File: src/rtl/multicycle_alu.sv
// Registered RV32-style ALU with iterative unsigned MUL/DIVU/REMU.
// Start/Busy/Done handshake; result and Zero held until the next Done.
module multicycle_alu #(
    parameter int WIDTH = 32
) (
    input  logic             clk,
    input  logic             rst_n,
    input  logic             Start,
    input  logic [3:0]       ALUControl,
    input  logic [WIDTH-1:0] SrcA,
    input  logic [WIDTH-1:0] SrcB,
    output logic             Busy,
    output logic             Done,
    output logic [WIDTH-1:0] ALUResult,
    output logic             Zero
);

    localparam int CW = $clog2(WIDTH);

    localparam logic [3:0] OP_ADD  = 4'b0000;
    localparam logic [3:0] OP_SUB  = 4'b0001;
    localparam logic [3:0] OP_AND  = 4'b0010;
    localparam logic [3:0] OP_OR   = 4'b0011;
    localparam logic [3:0] OP_PASS = 4'b0100;
    localparam logic [3:0] OP_SLT  = 4'b0101;
    localparam logic [3:0] OP_XOR  = 4'b0110;
    localparam logic [3:0] OP_SLTU = 4'b0111;
    localparam logic [3:0] OP_MUL  = 4'b1000;
    localparam logic [3:0] OP_DIVU = 4'b1001;
    localparam logic [3:0] OP_REMU = 4'b1010;

    typedef enum logic [1:0] {
        S_IDLE,
        S_MUL,
        S_DIV
    } state_t;

    state_t           state_q;
    logic [CW-1:0]    cnt_q;
    logic             busy_q;
    logic             done_q;
    logic [WIDTH-1:0] res_q;
    logic             zero_q;
    logic             is_rem_q;
    // a_q: multiplicand (shifts left) or dividend/quotient (shifts left)
    logic [WIDTH-1:0] a_q;
    // b_q: multiplier (shifts right) or divisor (held)
    logic [WIDTH-1:0] b_q;
    // acc_q: product accumulator or partial remainder
    logic [WIDTH:0]   acc_q;

    logic [WIDTH-1:0] alu_d;
    logic [WIDTH:0]   prod_d;
    logic [WIDTH:0]   rsh_d;
    logic             ge_d;
    logic [WIDTH:0]   rem_d;
    logic [WIDTH-1:0] quo_d;
    logic             last_d;

    // Single-cycle operation result from the live operands
    always_comb begin
        alu_d = '0;
        case (ALUControl)
            OP_ADD:  alu_d = SrcA + SrcB;
            OP_SUB:  alu_d = SrcA - SrcB;
            OP_AND:  alu_d = SrcA & SrcB;
            OP_OR:   alu_d = SrcA | SrcB;
            OP_XOR:  alu_d = SrcA ^ SrcB;
            OP_PASS: alu_d = SrcB;
            OP_SLT:  alu_d = {{(WIDTH-1){1'b0}}, $signed(SrcA) < $signed(SrcB)};
            OP_SLTU: alu_d = {{(WIDTH-1){1'b0}}, SrcA < SrcB};
            default: alu_d = '0;
        endcase
    end

    // One shift-add step and one restoring-division step
    always_comb begin
        prod_d = acc_q + (b_q[0] ? {1'b0, a_q} : '0);
        rsh_d  = {acc_q[WIDTH-1:0], a_q[WIDTH-1]};
        ge_d   = rsh_d >= {1'b0, b_q};
        rem_d  = ge_d ? (rsh_d - {1'b0, b_q}) : rsh_d;
        quo_d  = {a_q[WIDTH-2:0], ge_d};
        last_d = cnt_q == CW'(WIDTH - 1);
    end

    // Control FSM, iteration datapath and registered outputs
    always_ff @(posedge clk or negedge rst_n) begin
        if (!rst_n) begin
            state_q  <= S_IDLE;
            cnt_q    <= '0;
            busy_q   <= 1'b0;
            done_q   <= 1'b0;
            res_q    <= '0;
            zero_q   <= 1'b1;
            is_rem_q <= 1'b0;
            a_q      <= '0;
            b_q      <= '0;
            acc_q    <= '0;
        end else begin
            done_q <= 1'b0;
            case (state_q)
                S_IDLE: begin
                    if (Start) begin
                        if (ALUControl == OP_MUL ||
                            ALUControl == OP_DIVU ||
                            ALUControl == OP_REMU) begin
                            a_q      <= SrcA;
                            b_q      <= SrcB;
                            acc_q    <= '0;
                            cnt_q    <= '0;
                            is_rem_q <= ALUControl == OP_REMU;
                            busy_q   <= 1'b1;
                            state_q  <= (ALUControl == OP_MUL) ? S_MUL : S_DIV;
                        end else begin
                            res_q  <= alu_d;
                            zero_q <= alu_d == '0;
                            done_q <= 1'b1;
                        end
                    end
                end
                S_MUL: begin
                    acc_q <= prod_d;
                    a_q   <= a_q << 1;
                    b_q   <= b_q >> 1;
                    cnt_q <= cnt_q + CW'(1);
                    if (last_d) begin
                        res_q   <= prod_d[WIDTH-1:0];
                        zero_q  <= prod_d[WIDTH-1:0] == '0;
                        done_q  <= 1'b1;
                        busy_q  <= 1'b0;
                        state_q <= S_IDLE;
                    end
                end
                S_DIV: begin
                    acc_q <= rem_d;
                    a_q   <= quo_d;
                    cnt_q <= cnt_q + CW'(1);
                    if (last_d) begin
                        res_q   <= is_rem_q ? rem_d[WIDTH-1:0] : quo_d;
                        zero_q  <= (is_rem_q ? rem_d[WIDTH-1:0] : quo_d) == '0;
                        done_q  <= 1'b1;
                        busy_q  <= 1'b0;
                        state_q <= S_IDLE;
                    end
                end
                default: begin
                    busy_q  <= 1'b0;
                    state_q <= S_IDLE;
                end
            endcase
        end
    end

    assign Busy      = busy_q;
    assign Done      = done_q;
    assign ALUResult = res_q;
    assign Zero      = zero_q;

endmodule
File: config.mk
export PLATFORM = sky130hd
export DESIGN_NAME = multicycle_alu
export DESIGN_NICKNAME = d
export VERILOG_FILES = /design/src/rtl/multicycle_alu.sv
export SDC_FILE = /design/constraint.sdc
export NUM_CORES = 1
export LEC_CHECK = 0
export ABC_AREA = 1
export CORE_ASPECT_RATIO = 1.75
export CORE_MARGIN = 3
export CORE_UTILIZATION = 30
export DETAILED_ROUTE_END_ITERATION = 8
export GPL_TIMING_DRIVEN = 1
export SYNTH_ARGS = -nofsm -noshare
export SYNTH_HDL_FRONTEND = slang
export SYNTH_SLANG_ARGS = --single-unit
File: constraint.sdc
create_clock -name clk -period 3.1 [get_ports clk]
set_input_delay 0.31 -clock clk [delete_from_list [all_inputs] [get_ports clk]]
set_output_delay 0.31 -clock clk [all_outputs]
set_load 0.05 [all_outputs]
==> results.toml, run 1 <==
[sta]
rsz0062_at_grt = "true"
setup_viol = 4
fin_crit_sh = 1.07
finalHoldViolations = 0
min_period_ns = 3.33
max_slew.worst_pin.slew_ns = 0.987
fin_skew_ns = 0.0237
setup_slack_ns = -0.226
drv_slew = 0
hold_ws_ns = 0.322
maxSlewHeadroom = 0.340
max_freq_mhz = 301

[detailed_routing]
drt_first_pass_iters = 6
drc = 0
drt-total-wl_um = 94500
viasPerCell = 5.16
ant_nets = 0
drtIter0Drc = 1953
vias = 24139
wire_per_inst_um = 20.2

[floorplan]
initial_utilization = 0.305
fp.coreArea_mm2 = 0.0586
dieArea_mm2 = 0.0626
fp-row-count = 117
ios = 106
die_y_um = 329
die-width_um = 190

[run]
drv_cap = 0

[yosys]
yosys_warnings = 0
ys_ff_latch = 139
synth_nets = 3232
synth.avg_cell_area_um2 = 5.97
async_flop_share = 1.00
synth_flop_cell = "dfrtp_1"
synth_cells = 2991
synth_area_mm2 = 0.0178
synthDistinctLibCells = 57
synth_edf_count = 0
synth-seq-area-share = 0.195

[setup_path]
crit_chain = "buf_12, buf_16, nand2_1, inv_2, ha_4, inv_1, o21bai_2, nor2_1, nand2_2, xor2_1, nor3_2, nand2_1, nor2_1, buf_4, nand4_1, nor2_1, nand4_1, nand2_1, nand2_1, nand2_1, nand2_1, nand2_1"
crit_required_ns = 3.55
r2r_cells = 22
crit_path_end = "Zero"
cp.arrival_ns = 3.78
path_class = "reg2reg"
start_kind = "flip-flop"
path_max_fanout = 11
slowest_stage = "dfrtp_2"
r2r-end = "Zero"
r2r_start = "b_q[0]"
rrSetupSlack_ns = -0.23
crit_top_cell = "nand2_1"
end_kind = "flip-flop"
crit_start = "b_q[0]"
critical-path-max-stage-delay_ns = 0.45

[pwr]
powerDensity_mw_per_mm2 = 912
leakage_nw = 14.6
ir_drop_v = 0.000419

[cts]
insertion_delay_ns = 0.51
cts_buffers = 25
clkSinkCount = 139
cts_tree = "built"
root_buffer = "clkbuf_16"
cts_max_level = 4
cts.reportedPaths.clkPinSlew_ns = 0.06
cts_buffer_depth = 3

[layout]
final_cell_mix = "842 x buf_4, 751 x nand2_1, 406 x inv_1, 230 x nand3_1, 220 x nor2_1"
syn_to_final_growth_pct = 60.1
final_common_cell = "buf_4"
nNetsFinal = 4139
final_core_util = 0.488
layout-drive-gt1-share = 0.315
insertedDiodeCount = 0

[global_routing]
antenna_found_initial = 0
grt_pass1_wl_um = 138000
grt_pass1_vias = 24510
grtUsageTotal = 0.293
grt_start_max_net_pins = 63
grt_overflow = 0

[run_status]
status = "finished with violations"
failed_checks = "negative setup slack"

[place]
portBuffers = 105
hpwl_um = 78100
gp_congestion = 1.02

[worst_hold_path]
worst_hold_path_type = "in2reg"
worst min path at each step:
stage	start	end	slack (ns)	cells past startpoint
2_1_floorplan	rst_n	ALUResult[0]	0.01	0
3_3_place_gp	rst_n	cnt_q[0]	0.30	1
3_5_place_dp	rst_n	b_q[28]	0.31	1
4_1_cts	rst_n	Done	0.34	2
5_1_grt	SrcB[0]	b_q[0]	0.34	4
6_report	SrcB[0]	b_q[0]	0.32	4
critical path: cells and delay by family, from the launching register on:
family | cells | cell delay, ns
and+or+nand+nor | 14 | 1.62
buffers and inverters | 5 | 0.58
DFF | 1 | 0.45
adders and majority gates | 1 | 0.27
AOI/OAI and AO/OA | 1 | 0.21
xor gates and xnor gates | 1 | 0.14
flip-flops by register name (all words and copies together), names as in the netlist:
name	cells
ALUResult	32
Busy	1
Done	1
Zero	1
a_q	32
acc_q	32
b_q	32
cnt_q	5
is_rem_q	1
state_q	2
metrics by stage:
stage | setup slack, ns | TNS [ns] | instance area (µm²) | power, W | std cells
CTS | -0.0487 | -0.0487 | 27600 | 0.0246 | 4660
floorplan | 0.0500 | 0 | 17800 | 0.0120 | 2991
detailed placement | -0.619 | -7.01 | 26000 | 0.0210 | 4614
global placement | -0.559 | -6.17 | 26000 | 0.0210 | 4614
finish | -0.226 | -0.273 | 28600 | 0.0261 | 4675
global route | -0.281 | -1.17 | 28600 | 0.0278 | 4675
power breakdown:
group          leakage (nW)  internal (W)  switching, W
clock network         0.338       0.00150      0.000878
logic                  12.5       0.00877        0.0117
registers              1.77       0.00259      0.000586
total                  14.6        0.0129        0.0132
cell type report:
type                            instances  area, µm²
Fill cell                            6024      30000
Multi-Input combinational cell       2321      13800
Timing Repair Buffer                  983       8040
Sequential cell                       139       3480
Inverter                              428       1610
Tap cell                              773        967
Clock buffer                           28        667
Clock inverter                          3       17.5
layer usage:
metal / global-route usage / part of all wire
met5: 0 / 0
met4: 0.259 / 0.11
met3: 0.0214 / 0.041
met2: 0.530 / 0.50
met1: 0.300 / 0.35
synth_stat cells, types with 8 or more instances:
master | n | area [µm²]
buf_1 | 13 | 48.8
nor2_1 | 258 | 968
a31oi_1 | 12 | 75.1
nand4_1 | 26 | 163
xor2_1 | 28 | 245
nand2_1 | 826 | 3100
a21oi_1 | 224 | 1120
o22ai_1 | 33 | 206
nor3_1 | 27 | 135
dfrtp_1 | 138 | 3450
clkbuf_1 | 68 | 255
a221oi_1 | 19 | 166
nand3b_1 | 10 | 75.1
a22o_1 | 8 | 70.1
o211ai_1 | 44 | 330
a21o_1 | 9 | 67.6
xnor2_1 | 12 | 105
nor4_1 | 9 | 56.3
o21ai_0 | 240 | 1200
inv_1 | 421 | 1580
nand3_1 | 274 | 1370
ha_1 | 166 | 2080
o21bai_1 | 15 | 113
buf_2 | 19 | 95.1
kinds of logic after synthesis:
group,Yosys count,share of synthesized area
buf+inv,532,0.115
flops,139,0.195
fa+ha+maj,170,0.121
xor+xnor,40,0.0196
simple gates,1465,0.343
compound gates,645,0.207
timing repair:
item / 4_1_cts / 5_1_grt
setup buffers: 11 / 14
gates cloned: 3 / 1
endpoints found under the hold margin: 50 / 0
setup endpoints to repair: 14 / 25
hold buffers: 1 / 0
pin swaps: 57 / 69
resized for setup: 169 / 208
Note: power is estimated with default switching activity, not from simulation.
==> run 2: changes to the inputs <==
--- a/config.mk
+++ b/config.mk
@@ -6,6 +6,7 @@
 export NUM_CORES = 1
 export LEC_CHECK = 0
 export ABC_AREA = 1
+export CAP_MARGIN = 0
 export CORE_ASPECT_RATIO = 1.75
 export CORE_MARGIN = 3
 export CORE_UTILIZATION = 30
@@ -14,3 +15,4 @@
 export SYNTH_ARGS = -nofsm -noshare
 export SYNTH_HDL_FRONTEND = slang
 export SYNTH_SLANG_ARGS = --single-unit
+export TNS_END_PERCENT = 50
==> results.toml, run 2 (synthesis gave the netlist of run 1 again) <==
[run_status]
status = "finished with violations"
failed_checks = "negative setup slack"

[sta]
maxSlewHeadroom = 0.330
fin_crit_sh = 1.07
setup_viol = 1
max_slew.worst_pin.slew_ns = 1.00
setup_slack_ns = -0.213
finalHoldViolations = 0
fin_skew_ns = 0.0245
max_freq_mhz = 302
drv_slew = 0
min_period_ns = 3.31
hold_ws_ns = 0.320
rsz0062_at_grt = "true"

[layout]
syn_to_final_growth_pct = 61.5
final_common_cell = "buf_4"
insertedDiodeCount = 0
layout-drive-gt1-share = 0.325
final_core_util = 0.492
nFillCells = 5973
finalNonFillerCells = 4682
final_cell_mix = "845 x buf_4, 733 x nand2_1, 399 x inv_1, 224 x nand3_1, 221 x nor2_1"
nNetsFinal = 4146

[pwr]
powerDensity_mw_per_mm2 = 914
pwr-share-seq = 0.121
p_comb_frac = 0.789
intPower_w = 0.0130
power_frac_clock = 0.090
swShare = 0.507
ir_drop_v = 0.000417
leakage_nw = 14.7
p_sw_w = 0.0134

[place]
portBuffers = 105
gp_congestion = 1.02
dpl.cell_count = 4614
place_ws_ns = -0.619
hpwl_um = 78100

[global_routing]
grt_overflow = 0
grt_start_max_net_pins = 63
grt_pass1_vias = 24507
grtUsageTotal = 0.293
antenna_found_initial = 0
grt_pass1_wl_um = 138000

[cts]
root_buffer = "clkbuf_16"
cts_tree = "built"
cts_buffer_depth = 3
cts_buffers = 25
cts_max_level = 4
cts.reportedPaths.clkPinSlew_ns = 0.06
insertion_delay_ns = 0.51
clkSinkCount = 139

[detailed_routing]
drc = 0
drtIter0Drc = 1881
vias = 24245
drt_first_pass_iters = 7
drt-total-wl_um = 94800
wire_per_inst_um = 20.2
ant_nets = 0
viasPerCell = 5.18

[setup_path]
path_max_fanout = 11
path_delay_family = "simple AND/OR/NAND/NOR gates"
critical-path-max-stage-delay_ns = 0.46
path_class = "reg2reg"
cp.arrival_ns = 3.76
slowest_stage = "dfrtp_2"
critPathBufInv = 4
end_kind = "flip-flop"
crit_chain = "buf_12, buf_16, nand2_1, inv_1, ha_4, nand2_4, nor2_4, nand4_1, o211ai_1, buf_4, nand2_2, nand2_1, nand2_1, nand2_2, nand4_1, nor2_1, nand4_1, nand2_1, nand2_1, nand2_1, nand2_1, nand2_1"
crit_required_ns = 3.55
crit_top_cell = "nand2_1"
start_kind = "flip-flop"

[floorplan]
dieArea_mm2 = 0.0626
initial_utilization = 0.305
fp.coreArea_mm2 = 0.0586
fp-row-count = 117
ios = 106
die_y_um = 329
die-width_um = 190

[worst_hold_path]
worst_hold_path_type = "in2reg"

[run]
drv_cap = 0
## run 2: power groups by stage
stage               combinational [W]  clock (W)  sequential [W]
finish                         0.0208    0.00237         0.00319
global route                   0.0223    0.00247         0.00326
CTS                            0.0191    0.00240         0.00314
detailed placement             0.0179          0         0.00314
global placement               0.0178          0         0.00312
floorplan                     0.00830          0         0.00373
## run 2: path summary, 6_finish.rpt
check	cells past startpoint	slack [ns]	end	from
worst max-delay path	22	-0.21	Zero	b_q[0]
worst min-delay path	4	0.32	a_q[0]	SrcA[0]
worst max register to register	22	-0.21	Zero	b_q[0]
worst min register to register	2	0.49	ALUResult[2]	ALUResult[2]
max in group asynchronous	3	2.00	b_q[0]	rst_n
min in group asynchronous	2	0.34	Done	rst_n
## run 2: layer usage
metal / global-route usage / up-vias / share of wire / wire length (µm)
li1: - / 11689 / - / -
met1: 0.300 / 11211 / 0.35 / 32800
met2: 0.530 / 959 / 0.50 / 47500
met5: 0 / - / 0 / 0
met4: 0.259 / 0 / 0.11 / 10300
met3: 0.0208 / 386 / 0.044 / 4120
## run 2: worst min-delay path, stage by stage
cell and delay, ns:
dlymetal6s2s_1 0.13, buf_4 0.13, a22oi_1 0.07, o21ai_0 0.14
## run 2: what timing repair did
| item | CTS | global route |
|---|---|---|
| hold buffers | 1 | 0 |
| resized for setup | 165 | 260 |
| buffers inserted | 11 | 21 |
| hold endpoints to repair | 50 | 0 |
| cloned | 3 | 1 |
| pin swaps | 55 | 93 |
| endpoints found under the setup margin | 14 | 25 |
## run 2: layout make-up
cell class | count | area (µm²) | share of cell area
clock inverters | 3 | 17.5 | 0.000608
multi-input cells | 2321 | 14000 | 0.485
clock buffers | 28 | 667 | 0.0231
inverters | 428 | 1610 | 0.0560
flip-flops and latches | 139 | 3480 | 0.121
repair buffers | 990 | 8110 | 0.281
well taps | 773 | 967 | 0.0335
## run 2: metrics by stage
stage,area [µm²],setup TNS (ns),power (W)
CTS,27600,-0.0562,0.0246
global route,28800,-1.32,0.0281
floorplan,17800,0,0.0120
finish,28800,-0.213,0.0264
global placement,26000,-6.17,0.0210
detailed placement,26000,-7.01,0.0210
